**src/rtl/dds_pkg.sv**
```systemverilog
// Shared DDS constants: widths, tuning step, wave encodings.
// Imported by the control, phase accumulator and LUT blocks.
package dds_pkg;

  localparam int unsigned FTW_W   = 32;
  localparam int unsigned IDX_W   = 4;
  localparam int unsigned IDX_MAX = 15;

  localparam logic [FTW_W-1:0] FTW_STEP = 32'd178957;
  localparam logic [FTW_W-1:0] FTW_RST  = FTW_STEP;

  localparam logic [1:0] WAVE_SINE = 2'd0;
  localparam logic [1:0] WAVE_SQR  = 2'd1;
  localparam logic [1:0] WAVE_TRI  = 2'd2;
  localparam logic [1:0] WAVE_SAW  = 2'd3;

  typedef enum logic [1:0] {
    S_IDLE = 2'd0,
    S_CALC = 2'd1,
    S_DONE = 2'd2
  } state_e;

endpackage

```
**src/rtl/ftw_seq_mult.sv**
```systemverilog
// Repeated-add multiplier: product = (idx+1) * FTW_STEP.
// Ports: CLK, RESET, start, idx in; done (last add), product out.
module ftw_seq_mult #(
  parameter int unsigned       FTW_W    = 32,
  parameter int unsigned       IDX_W    = 4,
  parameter logic [FTW_W-1:0]  FTW_STEP = 32'd178957
) (
  input  logic             CLK,
  input  logic             RESET,
  input  logic             start,
  input  logic [IDX_W-1:0] idx,
  output logic             done,
  output logic [FTW_W-1:0] product
);

  logic             run;
  logic [FTW_W-1:0] acc;
  logic [IDX_W-1:0] cnt;
  logic [IDX_W-1:0] tgt;

  // done flags the cycle carrying the final addition;
  // product already includes it
  assign done    = run && (cnt == tgt);
  assign product = acc + FTW_STEP;

  always_ff @(posedge CLK) begin
    if (RESET) begin
      run <= 1'b0;
      acc <= '0;
      cnt <= '0;
      tgt <= '0;
    end else if (start) begin
      run <= 1'b1;
      acc <= '0;
      cnt <= '0;
      tgt <= idx;
    end else if (run) begin
      acc <= acc + FTW_STEP;
      cnt <= cnt + IDX_W'(1);
      if (cnt == tgt)
        run <= 1'b0;
    end
  end

endmodule

```
**src/rtl/dds_param_ctrl.sv**
```systemverilog
// DDS parameter control: buttons -> wave/index -> FTW commit.
// Ports: CLK, RESET, iBtnWave/Up/Dn pulses; oWaveSel, oFreqIdx,
// oFTW, oUpdate strobe, oBusy. Option: DDS_PARAM_WRAP_EN.
module dds_param_ctrl #(
  parameter int unsigned      FTW_W    = dds_pkg::FTW_W,
  parameter logic [FTW_W-1:0] FTW_STEP = dds_pkg::FTW_STEP,
  parameter int unsigned      IDX_W    = dds_pkg::IDX_W,
  parameter int unsigned      IDX_MAX  = dds_pkg::IDX_MAX
) (
  input  logic             CLK,
  input  logic             RESET,
  input  logic             iBtnWave,
  input  logic             iBtnUp,
  input  logic             iBtnDn,
  output logic [1:0]       oWaveSel,
  output logic [IDX_W-1:0] oFreqIdx,
  output logic [FTW_W-1:0] oFTW,
  output logic             oUpdate,
  output logic             oBusy
);

  import dds_pkg::*;

  localparam logic [IDX_W-1:0] IMAX = IDX_W'(IDX_MAX);
  localparam logic [IDX_W-1:0] IONE = IDX_W'(1);

  state_e           state;
  logic [1:0]       pend_wave;
  logic [IDX_W-1:0] pend_idx;

  logic             up;
  logic             dn;
  logic [IDX_W-1:0] nidx;
  logic [1:0]       nwave;
  logic             go;
  logic             m_done;
  logic [FTW_W-1:0] m_prod;

  always_comb begin
    up    = iBtnUp & ~iBtnDn;
    dn    = iBtnDn & ~iBtnUp;
    nidx  = oFreqIdx;
    unique case (1'b1)
      up: begin
        if (oFreqIdx != IMAX)
          nidx = oFreqIdx + IONE;
`ifdef DDS_PARAM_WRAP_EN
        else
          nidx = '0;
`endif
      end
      dn: begin
        if (oFreqIdx != '0)
          nidx = oFreqIdx - IONE;
`ifdef DDS_PARAM_WRAP_EN
        else
          nidx = IMAX;
`endif
      end
      default: ;
    endcase
    nwave = iBtnWave ? oWaveSel + 2'd1 : oWaveSel;
    go    = (state == S_IDLE) &&
            ((nidx != oFreqIdx) || (nwave != oWaveSel));
  end

  assign oBusy = (state != S_IDLE);

  ftw_seq_mult #(
    .FTW_W    (FTW_W),
    .IDX_W    (IDX_W),
    .FTW_STEP (FTW_STEP)
  ) u_mult (
    .CLK     (CLK),
    .RESET   (RESET),
    .start   (go),
    .idx     (nidx),
    .done    (m_done),
    .product (m_prod)
  );

  always_ff @(posedge CLK) begin
    if (RESET) begin
      state     <= S_IDLE;
      pend_wave <= WAVE_SINE;
      pend_idx  <= '0;
      oWaveSel  <= WAVE_SINE;
      oFreqIdx  <= '0;
      oFTW      <= FTW_STEP;
      oUpdate   <= 1'b0;
    end else begin
      oUpdate <= 1'b0;
      unique case (state)
        S_IDLE: begin
          if (go) begin
            pend_wave <= nwave;
            pend_idx  <= nidx;
            state     <= S_CALC;
          end
        end
        S_CALC: begin
          if (m_done) begin
            oFTW     <= m_prod;
            oFreqIdx <= pend_idx;
            oWaveSel <= pend_wave;
            oUpdate  <= 1'b1;
            state    <= S_DONE;
          end
        end
        S_DONE: state <= S_IDLE;
        default: state <= S_IDLE;
      endcase
    end
  end

endmodule

```
**config.mk**
```make
export PLATFORM = sky130hd
export DESIGN_NAME = dds_param_ctrl
export DESIGN_NICKNAME = d
export VERILOG_FILES = /design/src/rtl/dds_pkg.sv /design/src/rtl/ftw_seq_mult.sv /design/src/rtl/dds_param_ctrl.sv
export SDC_FILE = /design/constraint.sdc
export NUM_CORES = 1
export LEC_CHECK = 0
export ABC_AREA = 1
export CAP_MARGIN = 20
export CORE_MARGIN = 5
export CORE_UTILIZATION = 59
export DETAILED_ROUTE_END_ITERATION = 6
export GPL_ROUTABILITY_DRIVEN = 1
export PLACE_DENSITY = 0.86
export SYNTH_ARGS = -nofsm -noshare
export SYNTH_HDL_FRONTEND = slang
export SYNTH_HIERARCHICAL = 1
export SYNTH_SLANG_ARGS = --single-unit
```
**constraint.sdc**
```tcl
create_clock -name CLK -period 4.2 [get_ports CLK]
set_clock_uncertainty 0.2 [all_clocks]
set_input_delay 0.84 -clock CLK [delete_from_list [all_inputs] [get_ports CLK]]
set_output_delay 0.84 -clock CLK [all_outputs]
set_load 0.005 [all_outputs]
```
==> flow_summary.ini, run 1 <==
[setup_path]
cp.required_ns = 4.31
startpoint = iBtnUp
crit_end = u_mult/acc[7]
reg2reg_from = oFreqIdx[0]
end_kind = register
worstSetupStartpointType = input port
r2r_end = u_mult/acc[7]
worstRegToRegCells = 17
rrSetupSlack_ns = 1.07
cp_data_arrival_time_ns = 3.83
worstPathMaxFanout = 36
worstSetupPathType = in2reg

[logic_synthesis]
synth_edf_count = 0
synthFlopType = dfxtp_1
synth_compound_area_frac = 0.115
synthSimpleGateAreaFrac = 0.362
synthTopCellsByCount = nand2_1, inv_1, dfxtp_1
synth_nets = 794
synth-adder-area-share = 0.0151
ys_types = 35
ys_warn_count = 6
avgSynthCellArea_um2 = 6.34
yosys-top-cells-area = dfxtp_1, nand2_1, inv_1
synth_xor_area_frac = 0.0350
synth_top_family_by_area = simple AND/OR/NAND/NOR gates
synth_seq_cells = 88
yosysTopAreaCellShare = 0.355
synthMuxAreaShare = 0
seq_area_frac_synth = 0.355
synth.most_common_cell = nand2_1
ys_async_sr_fraction = 0
syn-cell-area_um2 = 4960
syn_inst = 783
synth_top_area_cell = dfxtp_1

[die]
initial_core_util = 0.604
row_count = 33
die_w_um = 102
core-area_um2 = 8220
ios = 45
die_area_um2 = 10300
die_h_um = 102

[placed_design]
hpwl_um = 8870
gp_congestion = 0.961
portBuffers = 44

[layout]
antenna_cells = 0
nFillCells = 728
final_nets = 825
area.growth.synth_to_final_pct = 13.3
drive_gt1_frac = 0.0672
seq_area_um2 = 1760
multiInputGateArea_um2 = 2620

[global_route]
antenna_found_initial = 0
first_global_vias = 4666
grt_max_degree = 52
grt.total_usage = 0.243
grt_pass1_wl_um = 20400
gr-usage-met2 = 0.416
gr-total-overflow = 0
grt_use_met3 = 0.0510
top_usage_layer = met2
grtUsageMet1 = 0.293

[power]
seqPwrFrac = 0.414
p_clk_frac = 0.212
peakVddDrop_uv = 238
p_per_area_nw_per_um2 = 494
switchingPower_mw = 1.14
p_int_mw = 1.64
fin_total_pwr_mw = 2.78
power_leakage_nw = 2.66
p_comb_frac = 0.374
p_sw_frac = 0.409

[sta]
relSlewSlack = 0.365
setup_tns_ns = 0
finalHoldViolCount = 0
min_period_ns = 3.72
rsz0062_at_grt = no
tightest_slew_ns = 0.946
setup_viol = 0
slew_violations = 0
fin_crit_sh = 0.885
whs_ns = 0.268
max_freq_mhz = 269

[route]
drt_iter0_markers = 316
drcViolationCount = 0
via_per_inst = 5.33
firstDrtPassIters = 5
ant_nets = 0
wl_per_cell_um = 13.1
wirelength_um = 12100
vias = 4924

[cts]
clk_pin_slew_ns = 0.09
cts_sinks = 88
ctsResizeCount = 0
clockBufferDepth = 2
cts_max_level = 3
cts_setup_buffers = 0
numCtsBuffers = 9
cts_root_buf = clkbuf_8
insertion_delay_ns = 0.37
cts_tree = built
hold_buffers = 0

[flow_run]
drv_cap = 0

[min_path]
hp-class = reg2reg

[status]
status = complete, no violations
-- stage by stage --
stage / instances / worst slack, ns / cell area, um^2 / util
after CTS: 924 / 0.532 / 5620 / 0.684
final: 924 / 0.481 / 5620 / 0.684
after floorplan: 783 / 1.04 / 4960 / -
after global placement: 908 / 0.360 / 5420 / 0.660
after detailed placement: 908 / 0.149 / 5420 / 0.660
after global routing: 924 / 0.221 / 5620 / 0.684
-- cell families after synthesis --
kind of cell	Yosys count
buffers and inverters	146
AO/OA/AOI/OAI	110
flip-flops	88
XOR/XNOR	19
adder cells (fa/ha/maj)	6
AND/OR/NAND/NOR	414
-- worst min-delay path by stage --
stage,from,end,cells past startpoint
6_report,oFTW[18],oFTW[18],2
5_1_grt,oFTW[18],oFTW[18],2
4_1_cts,oFTW[4],oFTW[4],2
3_5_place_dp,oFTW[4],oFTW[4],2
3_3_place_gp,oFTW[8],oFTW[8],2
2_1_floorplan,pend_wave[1],oWaveSel[1],2
-- critical path: stages --
cell and delay [ns]:
clkdlybuf4s50_1 0.48, inv_1 0.05, ha_1 0.30, clkinv_1 0.20
nand3_1 0.18, nand2_1 0.08, nand2_1 0.09, nand3_2 0.07
nor2_2 0.09, nand2_2 0.17, nand2_1 0.15, inv_1 0.11
or2_2 0.60, a21oi_1 0.24, o21ai_0 0.12, inv_1 0.07
-- power groups by stage --
stage / clock network [mW] / logic (mW) / registers, mW
after floorplan: 0 / 0.805 / 1.10
after global placement: 0 / 0.986 / 1.16
after detailed placement: 0 / 1.02 / 1.17
after CTS: 0.596 / 1.03 / 1.15
after global routing: 0.640 / 1.17 / 1.17
final: 0.590 / 1.04 / 1.15
-- layout make-up --
| type | instances | share of cell area |
|---|---|---|
| Multi-Input combinational cell | 549 | 0.465 |
| Timing Repair Buffer | 48 | 0.0837 |
| Tap cell | 105 | 0.0234 |
| Clock inverter | 3 | 0.00378 |
| Clock buffer | 13 | 0.0318 |
| Inverter | 118 | 0.0788 |
| Sequential cell | 88 | 0.313 |
-- sequential cells by signal, indices dropped and copies added, names as in the netlist --
register and count:
oFreqIdx 4, oWaveSel 2, oFTW 32, u_mult/acc 32
state 2, u_mult/tgt 4, u_mult/cnt 4, pend_idx 4
u_mult/run 1, pend_wave 2, oUpdate 1
-- layout by cell type, fill, tap and decap left out --
cell type / count
o21ai_1: 8
clkinv_1: 3
buf_4: 4
nand3b_1: 2
nand2_2: 10
clkinv_2: 1
a21oi_1: 74
o21a_1: 1
xnor2_1: 7
nand3_1: 65
nor2_4: 4
dfxtp_1: 88
xor2_1: 11
nor2_2: 4
nand4_1: 9
o21bai_4: 1
nor2_1: 61
ha_1: 6
clkdlybuf4s50_1: 44
nor3b_1: 1
inv_1: 110
nor3_1: 3
a21oi_2: 1
or2_2: 1
clkinvlp_4: 1
nor3_2: 1
o21ai_0: 24
xor2_2: 1
clkbuf_8: 13
nand2_4: 3
a211oi_1: 1
inv_6: 1
nand2_1: 246
nand3_2: 4
inv_2: 5
-- per-layer routing --
layer	vias up	wire [um]
met3	23	703
met1	2249	5120
met5	-	0
met2	141	6000
li1	2511	-
met4	0	245
Note: power is estimated with default switching activity, not from simulation.
==> run 2, diff against run 1 <==
- PLACE_DENSITY: 0.86 -> 0.8
- REMOVE_ABC_BUFFERS: unset -> 1
- SKIP_CTS_REPAIR_TIMING: unset -> 1
==> flow_summary.ini, run 2 (synthesis gave the netlist of run 1 again) <==
[route]
firstDrtPassIters = 5
vias = 4784
drcViolationCount = 0
wirelength_um = 11300
ant_nets = 0
drt_iter0_markers = 181
via_per_inst = 5.18
wl_per_cell_um = 12.3

[sta]
tightest_slew_ns = 0.879
relSlewSlack = 0.412
max_freq_mhz = 277
finalHoldViolCount = 0
setup_tns_ns = 0
fin_crit_sh = 0.861
min_period_ns = 3.61
setup_viol = 0
rsz0062_at_grt = no
slew_violations = 0
layout_setup_ws_ns = 0.586
whs_ns = 0.266

[global_route]
gr-total-overflow = 0
grt_pass1_wl_um = 19700
antenna_found_initial = 0
first_global_vias = 4512
grt.total_usage = 0.232
grt_max_degree = 52

[layout]
layout_common_cells = nand2_1, inv_1, dfxtp_1, a21oi_1, nand3_1
final_nets = 825
multiInputGateArea_um2 = 2620
design_area_um2 = 5630
antenna_cells = 0
drive_gt1_frac = 0.0636
area.growth.synth_to_final_pct = 13.5
nFillCells = 731
seq_area_um2 = 1760
reg_top3 = oFTW: 32 flops, u_mult/acc: 32 flops
final_common_cell = nand2_1

[power]
p_sw_frac = 0.401
peakVddDrop_uv = 198
p_comb_frac = 0.373
seqPwrFrac = 0.417
p_clk_frac = 0.210
switchingPower_mw = 1.11
p_int_mw = 1.65
power_leakage_nw = 2.66
p_per_area_nw_per_um2 = 490

[cts]
cts_sinks = 88
clk_pin_slew_ns = 0.09
cts_max_level = 3
insertion_delay_ns = 0.35
cts_tree = built
numCtsBuffers = 9
clockBufferDepth = 2
cts_root_buf = clkbuf_8

[setup_path]
cp.required_ns = 4.30
rrSetupSlack_ns = 1.09
cp_data_arrival_time_ns = 3.71
end_kind = register
worstSetupPathType = in2reg
worstSetupStartpointType = input port
worstPathMaxFanout = 36

[status]
status = complete, no violations

[flow_run]
drv_cap = 0

[die]
die_area_um2 = 10300
die_w_um = 102
core-area_um2 = 8220
die_h_um = 102
ios = 45
initial_core_util = 0.604
row_count = 33

[placed_design]
dp_worst_setup_slack_ns = 0.244
gp_congestion = 0.953
portBuffers = 44
dpl-instance-area_um2 = 5420
hpwl_um = 8290

[min_path]
hp-class = reg2reg
==> run 2: metrics by stage <==
stage / instances / power [mW] / util
2_1_floorplan: 755 / 1.85 / -
3_3_place_gp: 907 / 2.14 / 0.659
3_5_place_dp: 907 / 2.17 / 0.659
4_1_cts: 922 / 2.76 / 0.682
5_1_grt: 923 / 2.98 / 0.685
6_report: 923 / 2.76 / 0.685
==> run 2: layer usage <==
metal,part of all wire,global-route usage,vias to the layer above
li1,-,-,2499
met1,0.46,0.290,2169
met2,0.48,0.406,102
met3,0.046,0.0434,14
met4,0.013,0.0665,0
met5,0,0,-
==> run 2: critical path: stages <==
cell,delay (ns)
clkdlybuf4s50_1,0.49
inv_1,0.05
ha_1,0.29
clkinv_1,0.18
nand3_1,0.16
nand2_1,0.07
nand2_1,0.08
nand3_2,0.06
nor2_2,0.09
nand2_2,0.17
nand2_1,0.13
inv_1,0.10
or2_2,0.58
a21oi_1,0.23
o21ai_0,0.11
inv_1,0.07
==> run 2: final timing paths <==
check                        to        start  cells past startpoint
hold / removal         oFTW[10]     oFTW[10]                      2
setup reg to reg  u_mult/acc[7]  oFreqIdx[0]                     17
setup / recovery  u_mult/acc[8]       iBtnUp                     16
hold reg to reg        oFTW[10]     oFTW[10]                      2
==> run 2: area by class of cell <==
| type | count | area share |
|---|---|---|
| Clock buffer | 12 | 0.0258 |
| Clock inverter | 3 | 0.00756 |
| Inverter | 118 | 0.0787 |
| Multi-Input combinational cell | 549 | 0.465 |
| Sequential cell | 88 | 0.313 |
| Tap cell | 105 | 0.0233 |
| Timing Repair Buffer | 48 | 0.0871 |
==> run 2: power groups by stage <==
stage	Combinational [mW]	Clock [mW]	Sequential, mW
floorplan	0.726	0	1.12
global placement	0.981	0	1.16
detailed placement	1.01	0	1.17
CTS	1.01	0.596	1.15
global route	1.17	0.633	1.17
finish	1.03	0.580	1.15
==> run 3, diff against run 2 <==
- CORE_UTILIZATION: 59 -> 58
- HOLD_SLACK_MARGIN: unset -> 0.05
- PLACE_DENSITY: 0.8 -> 0.79
- clock period: 4.2 -> 4 ns (I/O delays scaled with it)
==> flow_summary.ini, run 3 (synthesis gave the netlist of run 1 again) <==
[status]
status = complete, no violations

[layout]
final_common_cell = nand2_1
drive_gt1_frac = 0.0693
seq_area_um2 = 1760
multiInputGateArea_um2 = 2620
final_nets = 828
antenna_cells = 0
reg_top3 = oFTW: 32 flops, u_mult/acc: 32 flops
area.growth.synth_to_final_pct = 13.8
nFillCells = 771
layout_common_cells = nand2_1, inv_1, dfxtp_1, a21oi_1, nand3_1

[setup_path]
worstPathMaxFanout = 36
rrSetupSlack_ns = 1.04
r2r_end = u_mult/acc[14]
cp.depth = 16
cp_slowest_cell = or2_2
end_kind = register
crit_chain = clkdlybuf4s50_1 -> inv_1 -> ha_1 -> clkinv_1 -> nand3_1 -> nand2_1 -> nand2_1 -> nand3_2 -> nor2_2 -> nand2_2 -> nand2_1 -> inv_1 -> or2_2 -> a21oi_1 -> o21ai_0 -> inv_1
worstRegToRegCells = 16
worstSetupStartpointType = input port
worstSetupPathType = in2reg
reg2reg_from = oFreqIdx[0]
cp_data_arrival_time_ns = 3.55
max_stage_delay_ns = 0.59
critPathTopFamily = simple AND/OR/NAND/NOR gates
crit_buf_inv = 5
cp.required_ns = 4.10

[sta]
relSlewSlack = 0.498
rsz0062_at_grt = no
tightest_slew_ns = 0.753
setup_viol = 0
finalHoldViolCount = 0
slew_violations = 0
setup_tns_ns = 0
max_freq_mhz = 290
fin_crit_sh = 0.862
min_period_ns = 3.45

[power]
seqPwrFrac = 0.409
fin_total_pwr_mw = 2.89
p_sw_frac = 0.408
p_clk_frac = 0.200
p_int_mw = 1.71
peakVddDrop_uv = 229
switchingPower_mw = 1.18
p_comb_frac = 0.391
p_per_area_nw_per_um2 = 511
power_leakage_nw = 2.67

[cts]
clk_pin_slew_ns = 0.08
cts_sinks = 88
cts_root_buf = clkbuf_8
cts_tree = built
cts_max_level = 3
clockBufferDepth = 2
numCtsBuffers = 9
insertion_delay_ns = 0.35

[route]
ant_nets = 0
drt_iter0_markers = 266
firstDrtPassIters = 5
via_per_inst = 5.21
wirelength_um = 11500
vias = 4832
drcViolationCount = 0
wl_per_cell_um = 12.4

[placed_design]
gp_congestion = 0.960
portBuffers = 44
hpwl_um = 8360

[die]
die_area_um2 = 10500
core-area_um2 = 8260
die_w_um = 102
ios = 45
initial_core_util = 0.601
die_h_um = 102
row_count = 33

[flow_run]
drv_cap = 0

[min_path]
holdPathEnd = oFTW[10]
worstHoldStart = oFTW[10]
hp-class = reg2reg
hold_depth = 2

[global_route]
grt_max_degree = 52
first_global_vias = 4447
grt_pass1_wl_um = 19900
antenna_found_initial = 0
gr-total-overflow = 0
grt.total_usage = 0.232
## run 3: worst max path at each step
| stage | start | to |
|---|---|---|
| after floorplan | u_mult/run | oFTW[10] |
| after global placement | iBtnUp | u_mult/acc[5] |
| after detailed placement | iBtnUp | u_mult/acc[5] |
| final | iBtnUp | u_mult/acc[14] |
| after global routing | iBtnUp | u_mult/acc[5] |
| after CTS | iBtnUp | u_mult/acc[14] |
## run 3: tightest hold or removal path, stage by stage, from the launching register on
cell and delay, ns:
dfxtp_1 0.32, nand2_1 0.06, a21oi_1 0.05
## run 3: area by class of cell
class                   instances  share of cell area
multi-input cells             549               0.463
flip-flops and latches         88               0.312
repair buffers                 51              0.0908
inverters                     118              0.0784
clock buffers                  12              0.0275
well taps                     105              0.0233
clock inverters                 4             0.00509
## run 3: per-stage QoR
stage	hold WS (ns)	setup WS (ns)	utilization	std cells	instance area [um^2]
global placement	0.251	0.348	0.658	910	5440
detailed placement	0.254	0.217	0.658	910	5440
global route	0.287	0.310	0.684	927	5650
finish	0.267	0.550	0.684	927	5650
floorplan	0.235	0.265	-	755	4820
CTS	0.267	0.575	0.681	926	5620
## run 3: power groups by stage
| stage | Sequential, mW | Clock, mW | Combinational [mW] |
|---|---|---|---|
| 6_report | 1.18 | 0.578 | 1.13 |
| 5_1_grt | 1.20 | 0.634 | 1.28 |
| 4_1_cts | 1.18 | 0.595 | 1.12 |
| 3_5_place_dp | 1.20 | 0 | 1.11 |
| 3_3_place_gp | 1.19 | 0 | 1.07 |
| 2_1_floorplan | 1.18 | 0 | 0.762 |
## run 3: layer usage
metal,track usage,share of wire,vias to the layer above
met3,0.0325,0.038,19
li1,-,-,2511
met1,0.296,0.46,2200
met4,0.0666,0.017,0
met5,0,0,-
met2,0.410,0.49,102
